File: src/rtl/mem_port_arbiter_if.sv
// Bundle of fetch, data and shared-memory signals around the port arbiter.
// slave is the arbiter's view; master is the requesters' and memory's view.
interface mem_port_arbiter_if #(
  parameter int MEM_W = 32
);
  logic             if_req;
  logic [MEM_W-1:0] if_addr;
  logic [MEM_W-1:0] if_rdata;
  logic             if_stall;

  logic             d_req;
  logic             d_we;
  logic [MEM_W-1:0] d_addr;
  logic [MEM_W-1:0] d_wdata;
  logic [MEM_W-1:0] d_rdata;
  logic             d_stall;

  logic             m_req;
  logic             m_we;
  logic [MEM_W-1:0] m_addr;
  logic [MEM_W-1:0] m_wdata;
  logic [MEM_W-1:0] m_rdata;
  logic             m_ready;

  modport slave (
    input  if_req, if_addr, d_req, d_we, d_addr, d_wdata, m_rdata, m_ready,
    output if_rdata, if_stall, d_rdata, d_stall, m_req, m_we, m_addr, m_wdata
  );

  modport master (
    output if_req, if_addr, d_req, d_we, d_addr, d_wdata, m_rdata, m_ready,
    input  if_rdata, if_stall, d_rdata, d_stall, m_req, m_we, m_addr, m_wdata
  );
endinterface

File: src/rtl/mem_port_arbiter.sv
// Shares one memory port between instruction fetch and the MEM stage.
// Data wins collisions, but only for MAX_D_STREAK grants in a row while a
// fetch waits. Every grant is preceded by an IDLE cycle; the granted
// access's address/controls are captured so a flushed owner cannot disturb
// an access already on the bus.
module mem_port_arbiter #(
  parameter int MAX_D_STREAK = 4,
  parameter int MEM_W        = 32
) (
  input logic              clk,
  input logic              reset,
  mem_port_arbiter_if.slave bus
);
  localparam int SW = $clog2(MAX_D_STREAK + 1);
  localparam logic [SW-1:0] STREAK_MAX = SW'(MAX_D_STREAK);

  typedef enum logic [1:0] {
    IDLE    = 2'd0,
    GRANT_I = 2'd1,
    GRANT_D = 2'd2
  } state_e;

  state_e           state_q, state_d;
  logic [SW-1:0]    streak_q, streak_d;
  logic [MEM_W-1:0] addr_q, addr_d;
  logic [MEM_W-1:0] wdata_q, wdata_d;
  logic             we_q, we_d;
  logic [MEM_W-1:0] if_rdata_q, d_rdata_q;
  logic [MEM_W-1:0] if_rdata_c, d_rdata_c;
  logic             i_done, d_done;

  // Next-state: pick an owner from IDLE, release the port on m_ready.
  always_comb begin
    state_d  = state_q;
    streak_d = streak_q;
    addr_d   = addr_q;
    we_d     = we_q;
    wdata_d  = wdata_q;
    case (state_q)
      IDLE: begin
        if (bus.d_req && (!bus.if_req || streak_q < STREAK_MAX)) begin
          state_d = GRANT_D;
          addr_d  = bus.d_addr;
          we_d    = bus.d_we;
          wdata_d = bus.d_wdata;
          if (streak_q != STREAK_MAX) streak_d = streak_q + 1'b1;
        end else if (bus.if_req) begin
          state_d  = GRANT_I;
          addr_d   = bus.if_addr;
          we_d     = 1'b0;
          wdata_d  = '0;
          streak_d = '0;
        end
      end
      GRANT_I, GRANT_D: if (bus.m_ready) state_d = IDLE;
      default: state_d = IDLE;
    endcase
    // With no fetch waiting there is nothing to starve, so the streak restarts.
    if (!bus.if_req) streak_d = '0;
  end

  // Completion strobes, bus drive, stall release and read-data forwarding.
  always_comb begin
    i_done      = (state_q == GRANT_I) && bus.m_ready;
    d_done      = (state_q == GRANT_D) && bus.m_ready;
    bus.m_req   = (state_q != IDLE);
    bus.m_we    = (state_q == GRANT_D) && we_q;
    bus.m_addr  = (state_q != IDLE) ? addr_q : '0;
    bus.m_wdata = (state_q == GRANT_D) ? wdata_q : '0;
    bus.if_stall = bus.if_req && !i_done;
    bus.d_stall  = bus.d_req && !d_done;
    if_rdata_c  = i_done ? bus.m_rdata : if_rdata_q;
    d_rdata_c   = (d_done && !we_q) ? bus.m_rdata : d_rdata_q;
    bus.if_rdata = if_rdata_c;
    bus.d_rdata  = d_rdata_c;
  end

  // State, streak, captured access and latched read data.
  always_ff @(posedge clk) begin
    if (reset) begin
      state_q    <= IDLE;
      streak_q   <= '0;
      addr_q     <= '0;
      we_q       <= 1'b0;
      wdata_q    <= '0;
      if_rdata_q <= '0;
      d_rdata_q  <= '0;
    end else begin
      state_q    <= state_d;
      streak_q   <= streak_d;
      addr_q     <= addr_d;
      we_q       <= we_d;
      wdata_q    <= wdata_d;
      if_rdata_q <= if_rdata_c;
      d_rdata_q  <= d_rdata_c;
    end
  end
endmodule

File: src/flat_wrapper.sv
// flat-port wrapper written by rule: the top's interface ports become plain ports
module mem_port_arbiter_flat 
#(
  parameter int MAX_D_STREAK = 4,
  parameter int MEM_W        = 32
)
  (clk, reset, bus_if_req, bus_if_addr, bus_d_req, bus_d_we, bus_d_addr, bus_d_wdata, bus_m_rdata, bus_m_ready, bus_if_rdata, bus_if_stall, bus_d_rdata, bus_d_stall, bus_m_req, bus_m_we, bus_m_addr, bus_m_wdata);
  mem_port_arbiter_if #(.MEM_W(MEM_W)) bus_i ();
  input logic clk;
  input logic reset;
  input wire logic [$bits(bus_i.if_req)-1:0] bus_if_req;
  input wire logic [$bits(bus_i.if_addr)-1:0] bus_if_addr;
  input wire logic [$bits(bus_i.d_req)-1:0] bus_d_req;
  input wire logic [$bits(bus_i.d_we)-1:0] bus_d_we;
  input wire logic [$bits(bus_i.d_addr)-1:0] bus_d_addr;
  input wire logic [$bits(bus_i.d_wdata)-1:0] bus_d_wdata;
  input wire logic [$bits(bus_i.m_rdata)-1:0] bus_m_rdata;
  input wire logic [$bits(bus_i.m_ready)-1:0] bus_m_ready;
  output wire logic [$bits(bus_i.if_rdata)-1:0] bus_if_rdata;
  output wire logic [$bits(bus_i.if_stall)-1:0] bus_if_stall;
  output wire logic [$bits(bus_i.d_rdata)-1:0] bus_d_rdata;
  output wire logic [$bits(bus_i.d_stall)-1:0] bus_d_stall;
  output wire logic [$bits(bus_i.m_req)-1:0] bus_m_req;
  output wire logic [$bits(bus_i.m_we)-1:0] bus_m_we;
  output wire logic [$bits(bus_i.m_addr)-1:0] bus_m_addr;
  output wire logic [$bits(bus_i.m_wdata)-1:0] bus_m_wdata;
  assign bus_i.if_req = bus_if_req;
  assign bus_i.if_addr = bus_if_addr;
  assign bus_i.d_req = bus_d_req;
  assign bus_i.d_we = bus_d_we;
  assign bus_i.d_addr = bus_d_addr;
  assign bus_i.d_wdata = bus_d_wdata;
  assign bus_i.m_rdata = bus_m_rdata;
  assign bus_i.m_ready = bus_m_ready;
  assign bus_if_rdata = bus_i.if_rdata;
  assign bus_if_stall = bus_i.if_stall;
  assign bus_d_rdata = bus_i.d_rdata;
  assign bus_d_stall = bus_i.d_stall;
  assign bus_m_req = bus_i.m_req;
  assign bus_m_we = bus_i.m_we;
  assign bus_m_addr = bus_i.m_addr;
  assign bus_m_wdata = bus_i.m_wdata;
  mem_port_arbiter #(.MAX_D_STREAK(MAX_D_STREAK), .MEM_W(MEM_W)) u_core (.clk(clk), .reset(reset), .bus(bus_i));
endmodule
File: config.mk
export PLATFORM = sky130hd
export DESIGN_NAME = mem_port_arbiter_flat
export DESIGN_NICKNAME = d
export VERILOG_FILES = /design/src/rtl/mem_port_arbiter_if.sv /design/src/rtl/mem_port_arbiter.sv /design/src/flat_wrapper.sv
export SDC_FILE = /design/constraint.sdc
export NUM_CORES = 1
export LEC_CHECK = 0
export ABC_CLOCK_PERIOD_IN_PS = 2500
export CORE_UTILIZATION = 44
export CTS_BUF_LIST = sky130_fd_sc_hd__clkbuf_8
export CTS_CLUSTER_DIAMETER = 50
export DETAILED_ROUTE_END_ITERATION = 16
export PLACE_DENSITY = 0.83
export SLEW_MARGIN = 20
export SYNTH_ARGS = -nofsm -noshare
export SYNTH_HDL_FRONTEND = slang
export SYNTH_SLANG_ARGS = --single-unit
File: constraint.sdc
create_clock -name clk -period 2.5 [get_ports clk]
set_input_delay 0.75 -clock clk [delete_from_list [all_inputs] [get_ports clk]]
set_output_delay 0.75 -clock clk [all_outputs]
set_load 0.05 [all_outputs]
* Yosys cells after proc, flatten, opt, wreduce, memory -nomap -nowiden *
Cells that the tools add are included.

storage, ports and cells
  output and inout bits = 132
  bits of input ports = 134
  flip-flop bits (word level) = 134

cells by class
  bitwise logic cells = 1
  order comparisons = 1
  multiplexer cells = 16
  equal/unequal tests = 6
  $add $sub $neg = 1
  reductions and logical operators = 20

operator list
  operator               number
  $mux W32               8
  $logic_and A1 B1 Y1    7
  $mux W2                3
  $mux W3                2
  $reduce_and A2 Y1      3
  $logic_not A1 Y1       4
  $ne A2 B2 Y1 const B   2
  $pmux W2 S2            1
  $reduce_bool A2 Y1     2
  $reduce_or A2 Y1       2
  $add A3 B1 Y3 const B  1
  $lt A3 B3 Y1 const B   1
  $ne A3 B2 Y1 const B   1
  $ne A3 B3 Y1 const B   1
  $eq A2 B1 Y1 const B   1
  $eq A2 B2 Y1 const B   1
  $logic_not A2 Y1       1
  $mux W1                2
  $logic_or A1 B1 Y1     1
  $not A1 Y1             1

* Depth between registers and ports, before layout *
  word-level depth = 5
  mapped depth = 7

* Least setup slack after synthesis *
OpenSTA, ideal clock, no wires.

  path kind = reg-to-output
  start = reg u_core.state_q[0]
  end = out bus_d_stall
  path buffers = 1
  arrival = 1.960 ns
  setup slack = -0.210 ns
  cell stages (with the launch flop) = 5
  cells stage by stage = dfxtp_1 > inv_1 > ha_1 > clkbuf_1 > a21boi_0

on the way
  cells in the longest elaborated chain, start to end = 4

ends and longest elaborated chain
  item                    RTL line                text
  start, declared         mem_port_arbiter.sv:23  state_e state_q, state_d;
  start signal, assigned  mem_port_arbiter.sv:89  state_q <= state_d;
  $eq A2 B2 Y1            mem_port_arbiter.sv:65  d_done = (state_q == GRANT_D) && bus.m_ready;
  $logic_and A1 B1 Y1     mem_port_arbiter.sv:65
  $logic_not A1 Y1        mem_port_arbiter.sv:71  bus.d_stall = bus.d_req && !d_done;
  $logic_and A1 B1 Y1     mem_port_arbiter.sv:71
  end, declared           flat_wrapper.sv:22      output wire logic [$bits(bus_i.d_stall)-1:0] bus_d_stall;

Every way passes these cells.

* Worst setup path in the final report *
  start = reg u_core.state_q[0]
  end = out bus_d_rdata[29]

on the way
  cells in the longest elaborated chain, start to end = 4

ends and longest elaborated chain
  item                 RTL line                text
  $eq A2 B2 Y1         mem_port_arbiter.sv:65
  $logic_and A1 B1 Y1  mem_port_arbiter.sv:65
  $logic_and A1 B1 Y1  mem_port_arbiter.sv:73  d_rdata_c = (d_done && !we_q) ? bus.m_rdata : d_rdata_q;
  $mux W32             mem_port_arbiter.sv:73
  end, declared        flat_wrapper.sv:21      output wire logic [$bits(bus_i.d_rdata)-1:0] bus_d_rdata;

Every way passes these cells.

==> metrics <==
status complete, but fails checks; violated checks negative setup slack; post-synthesis register bit count 134; WP buf/inv 4; layout cells sized above 1 35.45%; number of global-route vias before repair 5,724; Max transition margin 69.80%; root buffer cell clkbuf_8; crit path from u_core.state_q[0]$_SDFFE_PP0P_; CTS HTree Levels 4; CP max-delay cell dfxtp_2; TNS Setup -5466 ps; Worst R2R Path Depth 7; Hold Buf Count CTS 0; Net count, final 1,023; worst skew pair latency 440 ps; Syn Inst Count 612; Antenna Nets Post-Route 0; die height 119.3 µm; Most common cell on crit path buf_12; post-route total power 6.244 mW; TritonCTS clock tree yes; drc violations 0; routability-driven placement congestion ratio 0.8594; Synth Area in XOR/XNOR 0%; final WL 19.82 mm; final setup fails 76; critical path data required time 1750 ps; diode count 0; Initial Util 45.33%; Seq/Total Area, Yosys 44.33%; Hold WS 487.8 ps; Crit path max-delay family buffers and inverters; WL per Instance 18.47 µm; PwrDens 600.5 mW/mm²; top_reg_cell synth dfxtp_1; Synth Area in Compound Gates 12.97%; fillcell total 796; Leak 4.424 nW; Levels on crit path 7; Port Buffers 265; Peak VDD IR 0.3435 mV; largest family of logic cells by synthesized area simple AND/OR/NAND/NOR gates; Post-Syn Nets 751; worst flop-to-flop path endpoint u_core.state_q[0]$_SDFFE_PP0P_; Setup Skew 8.916 ps; Max clock buf depth 2; die width 119.3 µm; GR Util All Layers 27.16%; global-route wire length before repair 30.05 mm; Tcrit/Tclk final 105.6%; R2R Setup Slk 640 ps; clock slew at reported path FFs 70 ps; post-synthesis cell area 0.006051 mm²; crit path capture type primary output; Yosys top cell area share 44.33%; Final Max Slew Viols 0; simple-gate share of the synthesized area 21.57%; core area 0.01335 mm²; io pins 266; vias per cell 5.285; Layout area overhead 71.84%; Clock Sinks 134; initial antenna violation count 0; reg2reg start u_core.state_q[0]$_SDFFE_PP0P_; critical path's largest stage delay 340 ps; CP Launch Type flip-flop; Cell Rows 42; final worst slack -138.8 ps; final hold vios 0; CTS buffer count 17; critical path class reg2out; router iterations before antenna repair 5; CP Cell Sequence inv_2 > ha_4 > nand3b_4 > buf_12 > buf_12 > mux2_4 > buf_12; Tightest Pin Transition 453.0 ps; mux cell area share after synthesis 14.76%; highest clock rate 379.0 MHz; yosys warns 0; CP endpoint bus_d_rdata[29]; synthesized area per cell 9.887 µm²; detailed placement HPWL 12.84 mm; Final min period 2639 ps; Vias 5,671; Async SR Flop Fraction 0%; Post-Synth Adder-Cell Area 1.034%; Post-synth top cells dfxtp_1 (134), nor2b_1 (94), nor2_1 (67); DRT iter0 DRCs 393; pin count of the biggest net entering global routing 40; total grt overflow 0; crit path max fanout 7; library cells used by synthesis 34; EDFF count, synth 0; max_cap viols 0; Crit path arrival time 1890 ps; total die area 0.01423 mm²; most common cell in the synthesized netlist dfxtp_1; Hold WC Path Type reg2reg; area leader, netlist dfxtp_1; synth top area cells dfxtp_1 (44%), mux2_4 (11%), nor2b_1 (9.7%); RSZ-0062 raised after global routing true
==> layout by cell type (no fill, tap or decap), types with 2 or more instances in the layout <==
master / count
a21oi_1: 36
inv_6: 2
inv_1: 3
nor2b_1: 62
clkinvlp_4: 2
nor2b_2: 30
ha_1: 3
buf_16: 3
a32oi_1: 33
inv_2: 2
o21ai_0: 2
nor2b_4: 5
buf_4: 20
clkdlybuf4s50_1: 131
buf_12: 66
clkinv_2: 5
bufinv_16: 2
a211oi_1: 31
nor2_1: 67
mux2_4: 64
and2_1: 35
buf_8: 7
nand2_1: 36
buf_6: 77
dfxtp_1: 132
clkbuf_8: 19
==> kinds of logic (layout without fill, tap and decap cells) <==
group,count (synthesis),after routing
adder cells (fa/ha/maj),5,5
AND/OR/NAND/NOR,243,243
AO/OA/AOI/OAI,109,109
buffers and inverters,57,342
flip-flops,134,134
multiplexers,64,64
==> layer usage <==
layer  wire (µm)  track usage, %
met5           0               0
met4         444           10.44
met3        1336           7.519
met2       10550           49.20
met1        7494           29.84
==> tightest hold or removal path, cell delays in order, from the launching register on <==
cell	delay, ps
dfxtp_1	330
a32oi_1	60
nor2_1	70
==> stage by stage <==
stage / setup slack (ps) / cells / instance area [µm²] / util, %
global placement: -488.8 / 1024 / 9280 / 69.53
CTS: -147.2 / 1070 / 10210 / 76.49
floorplan: 100.0 / 612 / 6051 / -
global route: -219.3 / 1073 / 10400 / 77.90
detailed placement: -506.1 / 1024 / 9280 / 69.53
finish: -138.8 / 1073 / 10400 / 77.90
==> power by group <==
group | switching, mW | internal [mW]
Combinational | 1.13 | 0.968
Sequential | 0.0782 | 2.29
Clock | 0.842 | 0.933
==> flip-flops by register name, summed over array words and instances, names as in the netlist <==
| register | cells |
|---|---|
| u_core.addr_q | 32 |
| u_core.d_rdata_q | 32 |
| u_core.if_rdata_q | 32 |
| u_core.state_q | 2 |
| u_core.streak_q | 3 |
| u_core.wdata_q | 32 |
| u_core.we_q | 1 |
==> what timing repair did <==
action | 4_1_cts | 5_1_grt
resized for setup | 103 | 60
pin swaps | 2 | 0
cloned | 4 | 0
setup buffers | 10 | 5
endpoints found under the setup margin | 99 | 112
hold endpoints to repair | 0 | 0
==> cell type report <==
class	instances	area (µm²)	share of cell area (%)
Clock buffer	19	261.5	2.515
Timing Repair Buffer	305	3842	36.96
Sequential cell	134	2688	25.85
Tap cell	176	220.2	2.118
Clock inverter	13	130.1	1.252
Inverter	5	21.27	0.2046
Multi-Input combinational cell	421	3234	31.11
==> worst min path at each step <==
stage                                                from                               to  slack [ps]  cells after the start
after floorplan            u_core.wdata_q[0]$_SDFFE_PP0P_   u_core.wdata_q[0]$_SDFFE_PP0P_         450                      2
after global placement    u_core.wdata_q[20]$_SDFFE_PP0P_  u_core.wdata_q[20]$_SDFFE_PP0P_         460                      2
after detailed placement  u_core.wdata_q[15]$_SDFFE_PP0P_  u_core.wdata_q[15]$_SDFFE_PP0P_         460                      2
after CTS                 u_core.wdata_q[15]$_SDFFE_PP0P_  u_core.wdata_q[15]$_SDFFE_PP0P_         480                      2
after global routing      u_core.wdata_q[23]$_SDFFE_PP0P_  u_core.wdata_q[23]$_SDFFE_PP0P_         500                      2
final                     u_core.wdata_q[15]$_SDFFE_PP0P_  u_core.wdata_q[15]$_SDFFE_PP0P_         490                      2
Power figures use the tool's default switching activity.
